--- config.mk ---
export PLATFORM = sky130hd
export DESIGN_NAME = apb_master
export DESIGN_NICKNAME = d
export VERILOG_FILES = /design/src/rtl/apb_pkg.sv /design/src/rtl/apb_req_fifo.sv /design/src/rtl/apb_master.sv
export SDC_FILE = /design/constraint.sdc
export NUM_CORES = 1
export LEC_CHECK = 0
export ABC_AREA = 1
export CORE_AREA = 10 10 160 162
export DETAILED_ROUTE_END_ITERATION = 8
export DIE_AREA = 0 0 170 172
export PLACE_DENSITY = 0.76
export SLEW_MARGIN = 10
export SYNTH_ARGS = -nofsm -noshare
export SYNTH_HDL_FRONTEND = slang
export SYNTH_HIERARCHICAL = 1
export SYNTH_SLANG_ARGS = --single-unit
--- constraint.sdc ---
create_clock -name PCLK -period 5 [get_ports PCLK]
set_clock_uncertainty 0.2 [all_clocks]
set_input_delay 0.5 -clock PCLK [delete_from_list [all_inputs] [get_ports PCLK]]
set_output_delay 0.5 -clock PCLK [all_outputs]
set_load 0.01 [all_outputs]
--- src/rtl/apb_pkg.sv ---
// Shared types for the APB master slice.
// Width macros can be overridden on the command line. They default to a
// 32-bit address, 32-bit data and 3-bit protection bus.
`ifndef APB_ADDR_WIDTH
`define APB_ADDR_WIDTH 32
`endif
`ifndef APB_DATA_WIDTH
`define APB_DATA_WIDTH 32
`endif
`ifndef APB_PROT_WIDTH
`define APB_PROT_WIDTH 3
`endif

package apb_pkg;

    localparam int unsigned APB_AW = `APB_ADDR_WIDTH;
    localparam int unsigned APB_DW = `APB_DATA_WIDTH;
    localparam int unsigned APB_SW = APB_DW / 8;
    localparam int unsigned APB_PW = `APB_PROT_WIDTH;

    typedef enum logic [1:0] {
        IDLE   = 2'd0,
        SETUP  = 2'd1,
        ACCESS = 2'd2
    } apb_state_e;

    // One queued transfer request, in bus-field order.
    typedef struct packed {
        logic              write;
        logic [APB_AW-1:0] addr;
        logic [APB_DW-1:0] wdata;
        logic [APB_SW-1:0] strb;
        logic [APB_PW-1:0] prot;
    } apb_req_t;

endpackage

--- src/rtl/apb_req_fifo.sv ---
// Request buffer for apb_master: a synchronous FIFO of apb_req_t.
// Ports:
//   i_clk, i_rst_n   clock, asynchronous active-low reset
//   i_push, i_data   write one request (ignored when full)
//   i_pop            drop the head entry (ignored when empty)
//   o_head           oldest entry
//   o_next           entry behind the head; it becomes the head after a pop
//   o_full, o_empty  occupancy flags, taken from the registered count
//   o_count          number of entries held (log2(DEPTH)+1 bits)
module apb_req_fifo
    import apb_pkg::*;
#(
    parameter int DEPTH = 2
) (
    input  logic                   i_clk,
    input  logic                   i_rst_n,
    input  logic                   i_push,
    input  apb_req_t               i_data,
    input  logic                   i_pop,
    output apb_req_t               o_head,
    output apb_req_t               o_next,
    output logic                   o_full,
    output logic                   o_empty,
    output logic [$clog2(DEPTH):0] o_count
);

    localparam int PW = $clog2(DEPTH);
    localparam int CW = PW + 1;

    apb_req_t        r_mem [DEPTH];
    logic [PW-1:0]   r_wr_ptr;
    logic [PW-1:0]   r_rd_ptr;
    logic [CW-1:0]   r_count;
    logic [PW-1:0]   w_rd_next;
    logic            w_push_ok;
    logic            w_pop_ok;

    assign o_full    = (r_count == CW'(DEPTH));
    assign o_empty   = (r_count == '0);
    assign o_count   = r_count;
    assign w_push_ok = i_push && !o_full;
    assign w_pop_ok  = i_pop && !o_empty;
    assign w_rd_next = r_rd_ptr + 1'b1;
    assign o_head    = r_mem[r_rd_ptr];
    assign o_next    = r_mem[w_rd_next];

    // NOTE: the storage array has no reset; the count alone decides which
    // entries are valid, so clearing the data would only cost flops.
    always_ff @(posedge i_clk) begin
        if (w_push_ok) begin
            r_mem[r_wr_ptr] <= i_data;
        end
    end

    // NOTE: sequential state is written with <= so every flop samples the
    // pre-edge values regardless of statement order.
    always_ff @(posedge i_clk or negedge i_rst_n) begin
        if (!i_rst_n) begin
            r_wr_ptr <= '0;
            r_rd_ptr <= '0;
            r_count  <= '0;
        end else begin
            if (w_push_ok) r_wr_ptr <= r_wr_ptr + 1'b1;
            if (w_pop_ok)  r_rd_ptr <= w_rd_next;
            case ({w_push_ok, w_pop_ok})
                2'b10:   r_count <= r_count + 1'b1;
                2'b01:   r_count <= r_count - 1'b1;
                default: r_count <= r_count;
            endcase
        end
    end

endmodule

--- src/rtl/apb_master.sv ---
// APB4 master: buffers requester transfers and drives SETUP/ACCESS cycles.
// Ports:
//   PCLK, PRESETn                 clock, asynchronous active-low reset
//   transfer, SWRITE, SADDR,
//   SWDATA, SSTRB, SPROT          request, accepted when SREADY=1
//   SREADY                        request buffer not full
//   SDONE, SRDATA, SERR           one-cycle completion pulse with result
//   PSEL, PENABLE, PWRITE, PADDR,
//   PWDATA, PSTRB, PPROT          APB request side (all registered)
//   PREADY, PSLVERR, PRDATA       APB slave response
module apb_master
    import apb_pkg::*;
#(
    parameter int ADDR_WIDTH = `APB_ADDR_WIDTH,
    parameter int DATA_WIDTH = `APB_DATA_WIDTH,
    parameter int STRB_WIDTH = DATA_WIDTH / 8,
    parameter int PROT_WIDTH = `APB_PROT_WIDTH,
    parameter int FIFO_DEPTH = 2
) (
    input  logic                  PCLK,
    input  logic                  PRESETn,
    input  logic                  transfer,
    input  logic                  SWRITE,
    input  logic [ADDR_WIDTH-1:0] SADDR,
    input  logic [DATA_WIDTH-1:0] SWDATA,
    input  logic [STRB_WIDTH-1:0] SSTRB,
    input  logic [PROT_WIDTH-1:0] SPROT,
    output logic                  SREADY,
    output logic                  SDONE,
    output logic [DATA_WIDTH-1:0] SRDATA,
    output logic                  SERR,
    output logic                  PSEL,
    output logic                  PENABLE,
    output logic                  PWRITE,
    output logic [ADDR_WIDTH-1:0] PADDR,
    output logic [DATA_WIDTH-1:0] PWDATA,
    output logic [STRB_WIDTH-1:0] PSTRB,
    output logic [PROT_WIDTH-1:0] PPROT,
    input  logic                  PREADY,
    input  logic                  PSLVERR,
    input  logic [DATA_WIDTH-1:0] PRDATA
);

    localparam int CW = $clog2(FIFO_DEPTH) + 1;

    apb_state_e            r_state;
    logic                  r_psel;
    logic                  r_penable;
    logic                  r_pwrite;
    logic [ADDR_WIDTH-1:0] r_paddr;
    logic [DATA_WIDTH-1:0] r_pwdata;
    logic [STRB_WIDTH-1:0] r_pstrb;
    logic [PROT_WIDTH-1:0] r_pprot;
    logic                  r_sdone;
    logic                  r_serr;
    logic [DATA_WIDTH-1:0] r_srdata;

    apb_req_t              w_push_req;
    apb_req_t              w_head;
    apb_req_t              w_next;
    apb_req_t              w_load;
    logic                  w_full;
    logic                  w_empty;
    logic [CW-1:0]         w_count;
    logic                  w_pop;
    logic                  w_more;
    logic                  w_enter_setup;

    assign w_push_req = {SWRITE, SADDR, SWDATA, SSTRB, SPROT};
    assign SREADY     = !w_full;

    // A completing transfer pops the head, so a follow-on SETUP must take the
    // entry behind it. Only entries already queued count: a request pushed on
    // the completing edge is picked up from IDLE on the next cycle.
    assign w_pop         = (r_state == ACCESS) && PREADY;
    assign w_more        = (w_count > CW'(1));
    assign w_load        = (r_state == IDLE) ? w_head : w_next;
    assign w_enter_setup = ((r_state == IDLE) && !w_empty) || (w_pop && w_more);

    apb_req_fifo #(
        .DEPTH (FIFO_DEPTH)
    ) u_req_fifo (
        .i_clk   (PCLK),
        .i_rst_n (PRESETn),
        .i_push  (transfer),
        .i_data  (w_push_req),
        .i_pop   (w_pop),
        .o_head  (w_head),
        .o_next  (w_next),
        .o_full  (w_full),
        .o_empty (w_empty),
        .o_count (w_count)
    );

    always_ff @(posedge PCLK or negedge PRESETn) begin
        if (!PRESETn) begin
            r_state   <= IDLE;
            r_psel    <= 1'b0;
            r_penable <= 1'b0;
            r_pwrite  <= 1'b0;
            r_paddr   <= '0;
            r_pwdata  <= '0;
            r_pstrb   <= '0;
            r_pprot   <= '0;
            r_sdone   <= 1'b0;
            r_serr    <= 1'b0;
            r_srdata  <= '0;
        end else begin
            r_sdone <= 1'b0;
            case (r_state)
                IDLE: begin
                    if (!w_empty) begin
                        r_state <= SETUP;
                        r_psel  <= 1'b1;
                    end
                end
                SETUP: begin
                    r_state   <= ACCESS;
                    r_penable <= 1'b1;
                end
                ACCESS: begin
                    if (PREADY) begin
                        r_penable <= 1'b0;
                        r_sdone   <= 1'b1;
                        r_serr    <= PSLVERR;
                        r_srdata  <= r_pwrite ? '0 : PRDATA;
                        if (w_more) begin
                            r_state <= SETUP;
                        end else begin
                            r_state <= IDLE;
                            r_psel  <= 1'b0;
                        end
                    end
                end
                default: r_state <= IDLE;
            endcase

            // Bus fields change only when a SETUP phase begins; they hold
            // through ACCESS and IDLE.
            if (w_enter_setup) begin
                r_pwrite <= w_load.write;
                r_paddr  <= w_load.addr;
                r_pwdata <= w_load.wdata;
                r_pstrb  <= w_load.write ? w_load.strb : '0;
                r_pprot  <= w_load.prot;
            end
        end
    end

    assign PSEL    = r_psel;
    assign PENABLE = r_penable;
    assign PWRITE  = r_pwrite;
    assign PADDR   = r_paddr;
    assign PWDATA  = r_pwdata;
    assign PSTRB   = r_pstrb;
    assign PPROT   = r_pprot;
    assign SDONE   = r_sdone;
    assign SERR    = r_serr;
    assign SRDATA  = r_srdata;

endmodule

==> metrics.yaml, run 1 <==
outcome: "completed"
syn_to_final_growth_pct: 27.74
p_sw_frac: 0.3824
fp.dieArea_um2: 29240
ys_seq_area_frac: 0.6243
firstDrtPassIters: 6
netlist_area_um2: 11500
synth_cell_types: 23
reg2reg_depth: 10
r2r_start: "r_state[0]$_DFFE_PN0P_"
ys_seq_elements: 258
p_comb_frac: 0.415
crit_path_max_incr_delay_ns: 0.82
vias: 9088
finalMaxSlewViolations: 0
die_y_um: 172
netlist_top_cells_area: "edfxtp_1, dfrtp_1, nand2_1"
whs_path_depth: 2
p_leak_nw: 6.628
worstPathMaxFanout: 67
syn_avg_cell_area_um2: 9.002
cts_htree_levels: 1
syn_nets: 1387
path_clk_slew_ns: 0.06
ctsHoldBuffers: 1
hp-class: "reg2reg"
path_cells: "inv_1 > nand3_2 > inv_1 > nand2_1 > inv_1 > ha_1 > inv_1 > nand3_1 > nand2_1 > nand2_1"
post-route-period-util: 0.5678
io_pins: 218
yosysWarnings: 6
nNetsFinal: 1566
grt_pass1_vias: 8852
die_w_um: 170
layoutNonFillerInstCount: 1766
ctsResizeCount: 0
hold_viol: 0
clock_power_share: 0.224
fmaxAchievable_mhz: 352.2
tritoncts: "built"
grt_start_max_net_pins: 110
seq_power_share: 0.360
wl_per_cell_um: 16.27
period_minus_slack_ns: 2.839
drt-total-wl_mm: 28.74
dp_hpwl_mm: 17.95
routabilityCongestion: 0.7868
drtIter0Drc: 823
p_int_mw: 5.824
dp_cells: 1710
crit_required_ns: 5.22
core_um2: 22370
clock-sinks: 258
drc: 0
min_to: "PSEL$_DFFE_PN0P_"
clk_latency_ns: 0.53
reg2reg_slack_ns: 2.16
cts_setup_buffers: 0
yosysMostFrequentCell: "nand2_1"
async_reset_ff_frac: 0.4419
rows: 55
timing.rr.end: "u_req_fifo/o_count[1]$_DFFE_PN0P_"
critPathLaunchType: "flop"
slew_headroom: 0.3077
yosys-top-cells-count: "nand2_1, o21ai_0, edfxtp_1"
maxCapViolCount: 0
arrival_ns: 3.06
cpMostUsedCell: "inv_1"
synth_edf_count: 144
hold_start: "PSEL$_DFFE_PN0P_"
synth_area_leader_cell: "edfxtp_1"
switchingPower_mw: 3.606
grt_pass1_wl_mm: 45.71
cts_buffer_depth: 3
layout-drive-gt1-share: 0.04195
ir_drop_v: 0.0004000
antenna_found_initial: 4
finalSetupViolCount: 0
detail-route-antenna-nets: 0
path_class: "reg2reg"
tightestPinTransition_ns: 1.037
root_buffer: "clkbuf_16"
cp-end-kind: "flop"
cts_buffers: 28
setup-tns-final_ns: 0
synth_top_area_frac: 0.3761
grt_use_total: 0.1929
synth-main-ff-cell: "edfxtp_1"
powerDensity_nw_per_um2: 642.1
rsz0062_at_grt: "no"
initial_core_util: 0.5140
slowest_stage: "nand3_2"
grt_overflow: 0
via_per_inst: 5.146
portBuffers: 217
syn_inst: 1277
fill_cells: 1768
how the worst max path moves through the flow:
stage	from	endpoint	cells past startpoint
after detailed placement	PREADY	u_req_fifo/o_count[1]$_DFFE_PN0P_	10
final	r_state[0]$_DFFE_PN0P_	u_req_fifo/o_count[1]$_DFFE_PN0P_	10
after CTS	u_req_fifo/o_count[1]$_DFFE_PN0P_	PWRITE$_DFFE_PN0P_	8
after floorplan	transfer	u_req_fifo/r_mem[1][0]$_DFFE_PP_	2
after global placement	PREADY	u_req_fifo/o_count[1]$_DFFE_PN0P_	10
after global routing	u_req_fifo/o_count[1]$_DFFE_PN0P_	PWRITE$_DFFE_PN0P_	8
final cells by class:
class	instances	area, um2	area share
clock inverter	13	165.2	0.01125
inverter	88	334.1	0.02275
sequential	258	7181	0.4890
tap	285	356.6	0.02428
clock buffer	39	793.3	0.05402
antenna	3	7.507	0.0005112
multi-input combinational	853	3601	0.2452
timing repair buffer	227	2247	0.1530
cell usage in the layout (no fill, tap or decap), drive strengths merged:
master         instances
ha                     1
nor2                   3
inv                   87
clkinv                10
clkdlybuf4s50        216
diode                  3
nand3b                 1
buf                   10
nand2                586
a21oi                  1
nand3                 80
o21ai                178
edfxtp               144
dfrtp                114
clkbuf                39
dlygate4sd3            1
xnor2                  1
nand4                  2
bufinv                 4
flip-flops by register name, indices dropped and copies added (netlist names), 2 cells and up:
register,flops
SRDATA,32
PWDATA,32
r_state,2
PADDR,32
u_req_fifo/r_mem,144
PPROT,3
PSTRB,4
u_req_fifo/o_count,2
critical path: cells and delay by family (launching register included):
kind	cells	cell delay, ns
buf+inv	4	0.74
simple gates	5	1.12
flops	1	0.43
fa+ha+maj	1	0.24
power groups by stage:
stage | Combinational, mW | Sequential (mW) | Clock [mW]
finish | 3.92 | 3.40 | 2.12
CTS | 3.97 | 3.40 | 2.15
detailed placement | 3.94 | 3.43 | 0
global route | 4.46 | 3.48 | 2.25
global placement | 3.82 | 3.41 | 0
floorplan | 2.38 | 3.50 | 0
metal layers:
layer  part of all wire  GRT usage
met2               0.47     0.3239
met4              0.026    0.05873
met1               0.42     0.2382
met5            0.00070          0
met3              0.089    0.05335
stage by stage:
| stage | hold WS, ns | total power, mW | worst slack (ns) | utilization | cell area, um2 |
|---|---|---|---|---|---|
| after CTS | 0.2755 | 9.518 | 2.092 | 0.6563 | 14680 |
| after global placement | 0.2590 | 7.234 | 1.772 | 0.6130 | 13710 |
| after floorplan | 0.004409 | 5.882 | 0.6467 | - | 11500 |
| after global routing | 0.3064 | 10.18 | 1.819 | 0.6565 | 14680 |
| after detailed placement | 0.2602 | 7.372 | 1.719 | 0.6130 | 13710 |
| final | 0.2688 | 9.430 | 2.161 | 0.6566 | 14690 |
cell families (layout without fill, tap and decap cells):
logic type,after synthesis,count (layout),synth area share
AO/OA/AOI/OAI,179,179,0.07793
XOR/XNOR,1,1,0.0007620
adder cells (fa/ha/maj),1,1,0.001088
buffers and inverters,166,367,0.06628
flip-flops,258,258,0.6243
other,0,3,0
AND/OR/NAND/NOR,672,672,0.2296
(Power assumes the default switching activity.)
==> run 2: changes to the inputs <==
--- a/config.mk
+++ b/config.mk
@@ -6,10 +6,10 @@
 export NUM_CORES = 1
 export LEC_CHECK = 0
 export ABC_AREA = 1
-export CORE_AREA = 10 10 160 162
+export CORE_AREA = 10 10 168 170
 export DETAILED_ROUTE_END_ITERATION = 8
-export DIE_AREA = 0 0 170 172
-export PLACE_DENSITY = 0.76
+export DIE_AREA = 0 0 178 180
+export PLACE_DENSITY = 0.72
 export SLEW_MARGIN = 10
 export SYNTH_ARGS = -nofsm -noshare
 export SYNTH_HDL_FRONTEND = slang
==> constraint.sdc (replaced) <==
create_clock -name PCLK -period 2.6 [get_ports PCLK]
set_clock_uncertainty 0.2 [all_clocks]
set_input_delay 0.26 -clock PCLK [delete_from_list [all_inputs] [get_ports PCLK]]
set_output_delay 0.26 -clock PCLK [all_outputs]
set_load 0.01 [all_outputs]
==> run 2 against run 1 <==
Against the previous run: count of clock-buffer cells in the layout unchanged; critical path depth down 6; cell area up 1.0%; die area up 9.6%; first-iteration DRC count down 14%; worst hold slack worse by 0.23 ns; worst setup slack worse by 1.8 ns; flip-flop and latch count unchanged; non-clock buffer count up 9; register-to-register slack worse by 1.6 ns.
==> metrics.yaml, run 2 (synthesis results as in run 1) <==
outcome: "completed"  # unchanged
die_y_um: 180  # was 172 um
wl_per_cell_um: 16.44  # was 16.27 um
firstDrtPassIters: 5  # was 6
cts_buffers: 27  # was 28
worstPathMaxFanout: 4  # was 67
p_leak_nw: 6.655  # was 6.628 nW
core_um2: 24890  # was 22,370 um2
syn_to_final_growth_pct: 29.04  # was 27.74%
root_buffer: "clkbuf_16"  # unchanged
drc: 0  # unchanged
drtIter0Drc: 710  # was 823
via_per_inst: 5.073  # was 5.146
fp.dieArea_um2: 32040  # was 29,240 um2
path_clk_slew_ns: 0.06  # about the same
antenna_cells: 0  # was 3
cts_htree_levels: 1  # unchanged
grt_overflow: 0  # unchanged
tritoncts: "built"  # unchanged
multi_input_area_um2: 3601  # unchanged
ff_latch_area_um2: 7181  # unchanged
arrival_ns: 1.75  # was 3.06 ns
clock-sinks: 258  # unchanged
powerDensity_nw_per_um2: 1222  # was 642.1 nW/um2
vias: 9208  # was 9,088
portBuffers: 217  # unchanged
hold_viol: 0  # unchanged
cp-end-kind: "primary output"  # was flop
grt_pass1_vias: 9143  # was 8,852
antenna_found_initial: 0  # was 4
grt_use_total: 0.1779  # was 0.1929
switchingPower_mw: 7.047  # was 3.606 mW
final_cell_mix: "nand2_1, clkdlybuf4s50_1, o21ai_0"  # unchanged
finalSetupViolCount: 0  # unchanged
fill_cells: 2079  # was 1,768
fin_ws_ns: 0.3890  # was 2.161 ns
maxCapViolCount: 0  # unchanged
finalMaxSlewViolations: 0  # unchanged
largest_register: "u_req_fifo/r_mem"  # unchanged
routabilityCongestion: 0.7795  # was 0.7868
detail-route-antenna-nets: 0  # unchanged
critPathLaunchType: "flop"  # unchanged
clock_power_share: 0.202  # was 0.224
layout-drive-gt1-share: 0.04579  # was 0.04195
slew_headroom: 0.4428  # was 0.3077
drt-total-wl_mm: 29.83  # was 28.74 mm
hp-class: "in2async"  # was reg2reg
initial_core_util: 0.4618  # was 0.5140
p_comb_frac: 0.444  # was 0.415
rows: 58  # was 55
post-route-period-util: 0.8504
setup-tns-final_ns: 0  # unchanged
cts_buffer_depth: 3  # unchanged
ir_drop_v: 0.0008128  # was 0.0004000 V
ctsHoldBuffers: 1  # unchanged
grt_pass1_wl_mm: 46.78  # was 45.71 mm
io_pins: 218  # unchanged
path_class: "reg2out"  # was reg2reg
nNetsFinal: 1574  # was 1,566
p_int_mw: 11.08  # was 5.824 mW
die_w_um: 178  # was 170 um
final_common_cell: "nand2_1"  # unchanged
p_sw_frac: 0.3888  # was 0.3824
largest_reg_flops: 144  # unchanged
clk_latency_ns: 0.53  # about the same
fmaxAchievable_mhz: 452.3
rsz0062_at_grt: "no"  # unchanged
seq_power_share: 0.354  # was 0.360
dp_hpwl_mm: 18.90  # was 17.95 mm
ctsResizeCount: 0  # unchanged
place_ws_ns: 0.4349  # was 1.719 ns
period_minus_slack_ns: 2.211
crit_required_ns: 2.14  # was 5.22 ns
cts_setup_buffers: 0  # unchanged
grt_start_max_net_pins: 146  # was 110
tightestPinTransition_ns: 0.8358  # was 1.037 ns
## run 2: cell types whose count changed in the layout (fill, tap and decap cells not counted), moves of 3 or more
cell       before  now
buf_12          0   11
bufinv_16       4    1
clkinv_2        6    3
diode_2         3    0
## run 2: power by group through the flow
stage          sequential, mW  combinational, mW  clock, mW
4_1_cts                  6.41               8.18       3.75
3_5_place_dp             6.46               8.16          0
5_1_grt                  6.54               9.04       3.93
6_report                 6.41               8.05       3.66
3_3_place_gp             6.43               7.91          0
2_1_floorplan            6.71               4.59          0
## run 2: worst max-delay path, cell delays in order (launching register included)
cell and delay (ns):
dfrtp_1 0.43, inv_1 0.14, nor2_1 0.06, inv_1 0.06
clkdlybuf4s50_1 0.54
## run 2: cell type report
class                           instances  share of cell area
Clock buffer                           39             0.05128
Clock inverter                         11            0.006073
Inverter                               88             0.02269
Multi-Input combinational cell        853              0.2427
Sequential cell                       258              0.4841
Tap cell                              330             0.02783
Timing Repair Buffer                  236              0.1653
## run 2: layer usage
metal | track usage | share of wire | vias to the layer above
met5 | 0 | 0 | -
met4 | 0.05203 | 0.020 | 0
met3 | 0.03877 | 0.076 | 43
met2 | 0.2989 | 0.48 | 307
met1 | 0.2246 | 0.42 | 4362
li1 | - | - | 4496
## run 2: metrics by stage
step	util	cell area [um2]	hold WS [ns]	total power, mW	std cells
after global routing	0.5960	14830	0.07351	19.51	1815
final	0.5960	14830	0.03509	18.13	1815
after floorplan	-	11510	-0.2356	11.30	1277
after detailed placement	0.5614	13970	0.05747	14.62	1764
after CTS	0.5960	14830	0.04204	18.34	1815
after global placement	0.5614	13970	0.05768	14.35	1764
## run 2: final timing paths
path	from	to	slack (ns)	cells past startpoint
max in group asynchronous	PRESETn	PADDR[29]$_DFFE_PN0P_	1.47	3
min reg2reg	SRDATA[28]$_DFFE_PN0P_	SRDATA[28]$_DFFE_PN0P_	0.29	2
min in group PCLK	PSLVERR	SERR$_DFFE_PN0P_	0.08	3
min	PRESETn	PADDR[9]$_DFFE_PN0P_	0.04	2
max reg2reg	u_req_fifo/o_count[1]$_DFFE_PN0P_	PWDATA[25]$_DFFE_PN0P_	0.61	9
max	u_req_fifo/o_count[1]$_DFFE_PN0P_	SREADY	0.39	4
==> run 3: changes to the inputs <==
--- a/config.mk
+++ b/config.mk
@@ -6,10 +6,11 @@
 export NUM_CORES = 1
 export LEC_CHECK = 0
 export ABC_AREA = 1
-export CORE_AREA = 10 10 168 170
+export CORE_AREA = 10 10 154 156
 export DETAILED_ROUTE_END_ITERATION = 8
-export DIE_AREA = 0 0 178 180
-export PLACE_DENSITY = 0.72
+export DIE_AREA = 0 0 164 166
+export DONT_BUFFER_PORTS = 1
+export PLACE_DENSITY = 0.71
 export SLEW_MARGIN = 10
 export SYNTH_ARGS = -nofsm -noshare
 export SYNTH_HDL_FRONTEND = slang
==> run 3 against run 2 <==
Against the previous run: the flow now finishes with violations (negative hold slack); register-to-register slack better by 0.03 ns; critical path depth increased by 4; sequential power increased by 9.4%; worst hold slack got worse by 0.80 ns; non-clock buffer count shrank 109; utilization up 6.3 points; final cell count is 9.0% lower; via count down 4.7%; die area shrank 15%; cell area shrank 8.0%; routed wire length decreased by 5.0%; largest cell class unchanged.
==> metrics.yaml, run 3 (synthesis results as in run 1) <==
outcome: "complete, but fails checks"  # was completed
violations: "negative hold slack"
io_pins: 218  # unchanged
largest_register: "u_req_fifo/r_mem"  # unchanged
clk_latency_ns: 0.51  # was 0.53 ns
finalInstanceArea_um2: 13640  # was 14,830 um2
multi_input_area_um2: 3601  # unchanged
finalMaxSlewViolations: 0  # unchanged
drt-total-wl_mm: 28.34  # was 29.83 mm
fp.dieArea_um2: 27220  # was 32,040 um2
cts_setup_buffers: 0  # unchanged
rows: 53  # was 58
grt_pass1_wl_mm: 44.97  # was 46.78 mm
syn_to_final_growth_pct: 18.68  # was 29.04%
wl_per_cell_um: 17.15  # was 16.44 um
grt_use_total: 0.2022  # was 0.1779
detail-route-antenna-nets: 0  # unchanged
initial_core_util: 0.5556  # was 0.4618
via_per_inst: 5.314  # was 5.073
dp_hpwl_mm: 16.66  # was 18.90 mm
tightestPinTransition_ns: 0.8275  # was 0.8358 ns
fill_cells: 1562  # was 2,079
crit_required_ns: 2.84  # was 2.14 ns
hp-class: "in2async"  # unchanged
place_ws_ns: 0.6664  # was 0.4349 ns
path_class: "reg2reg"  # was reg2out
vias: 8779  # was 9,208
whs_ns: -0.7630  # was 0.03509 ns
ctsResizeCount: 0  # unchanged
cts_htree_levels: 1  # unchanged
slew_headroom: 0.4484  # was 0.4428
hold_viol: 114  # was 0
ctsHoldBuffers: 108  # was 1
drc: 0  # unchanged
maxCapViolCount: 0  # unchanged
tritoncts: "built"  # unchanged
core_um2: 20690  # was 24,890 um2
post-route-period-util: 0.7556  # was 0.8504
cpMostUsedCell: "inv_1"  # unchanged
grt_overflow: 0  # unchanged
placedInstanceArea_um2: 11720  # was 13,970 um2
die_w_um: 164  # was 178 um
worstPathMaxFanout: 49  # was 4
root_buffer: "clkbuf_16"  # unchanged
p_leak_nw: 6.260  # was 6.655 nW
layout-drive-gt1-share: 0.04727  # was 0.04579
portBuffers: 0  # was 217
setup-tns-final_ns: 0  # unchanged
cp-end-kind: "flop"  # was primary output
clock-sinks: 258  # unchanged
ff_latch_area_um2: 7181  # unchanged
finalSetupViolCount: 0  # unchanged
largest_reg_flops: 144  # unchanged
path_cells: "inv_1 > nand2_1 > inv_1 > inv_1 > nand2_4 > buf_4 > nand3_1 > nand2_1"  # was inv_1 > nor2_1 > inv_1 > clkdlybuf4s50_1
grt_start_max_net_pins: 132  # was 146
powerDensity_nw_per_um2: 1220  # was 1222 nW/um2
period_minus_slack_ns: 1.965  # was 2.211 ns
slowest_stage: "buf_4"  # was clkdlybuf4s50_1
final_common_cell: "nand2_1"  # unchanged
cts_buffers: 27  # unchanged
path_clk_slew_ns: 0.06  # about the same
ir_drop_v: 0.0007646  # was 0.0008128 V
fmaxAchievable_mhz: 509.0  # was 452.3 MHz
arrival_ns: 2.21  # was 1.75 ns
fin_ws_ns: 0.6354  # was 0.3890 ns
finalPower_mw: 16.64  # was 18.13 mW
final_cell_mix: "nand2_1, o21ai_0, edfxtp_1"  # was nand2_1, clkdlybuf4s50_1, o21ai_0
grt_pass1_vias: 8599  # was 9,143
rsz0062_at_grt: "no"  # unchanged
die_y_um: 166  # was 180 um
critPathLaunchType: "flop"  # unchanged
drtIter0Drc: 793  # was 710
cts_buffer_depth: 3  # unchanged
routabilityCongestion: 0.7980  # was 0.7795
nNetsFinal: 1465  # was 1,574
firstDrtPassIters: 6  # was 5
antenna_found_initial: 2  # was 0
crit_path_max_incr_delay_ns: 0.47  # was 0.54 ns
## run 3: worst paths after layout
kind	startpoint	endpoint	slack, ns	cells past startpoint
max reg2reg	u_req_fifo/o_count[1]$_DFFE_PN0P_	PWDATA[1]$_DFFE_PN0P_	0.64	8
min reg2reg	u_req_fifo/r_wr_ptr$_DFFE_PN0P_	u_req_fifo/r_wr_ptr$_DFFE_PN0P_	0.29	2
max	u_req_fifo/o_count[1]$_DFFE_PN0P_	PWDATA[1]$_DFFE_PN0P_	0.64	8
min in group PCLK	PREADY	PADDR[2]$_DFFE_PN0P_	0.02	4
max in group asynchronous	PRESETn	PWDATA[12]$_DFFE_PN0P_	2.81	0
min	PRESETn	SRDATA[5]$_DFFE_PN0P_	-0.76	0
## run 3: metal layers
layer / up-vias / track usage / part of all wire
met5: - / 0 / 0
met4: 0 / 0.05519 / 0.015
met3: 36 / 0.06817 / 0.12
met2: 364 / 0.3409 / 0.49
met1: 4099 / 0.2410 / 0.38
li1: 4280 / - / -
## run 3: layout make-up
type	instances	share of cell area
Tap cell	275	0.02522
Antenna cell	2	0.0003668
Multi-Input combinational cell	853	0.2639
Sequential cell	258	0.5263
Clock inverter	10	0.007245
Clock buffer	39	0.05429
Inverter	88	0.02467
Timing Repair Buffer	127	0.09795
## run 3: power breakdown
group / switching, mW / internal, mW / total [mW]
logic: 4.04 / 1.94 / 5.98
registers: 1.24 / 5.76 / 7.01
clock network: 1.48 / 2.17 / 3.65
total: 6.77 / 9.87 / 16.6
## run 3: critical path, delay by kind of cell, from the launching register on
family        cells  cell delay, ns
flops             1            0.43
buf+inv           4            0.74
simple gates      4            0.47
## run 3: stage by stage
stage	util	instances	hold WS [ns]
detailed placement	0.5663	1493	-0.2317
floorplan	-	1277	-0.2356
global route	0.6594	1652	-0.7795
finish	0.6594	1652	-0.7630
CTS	0.6592	1650	-0.7798
global placement	0.5663	1493	-0.2320
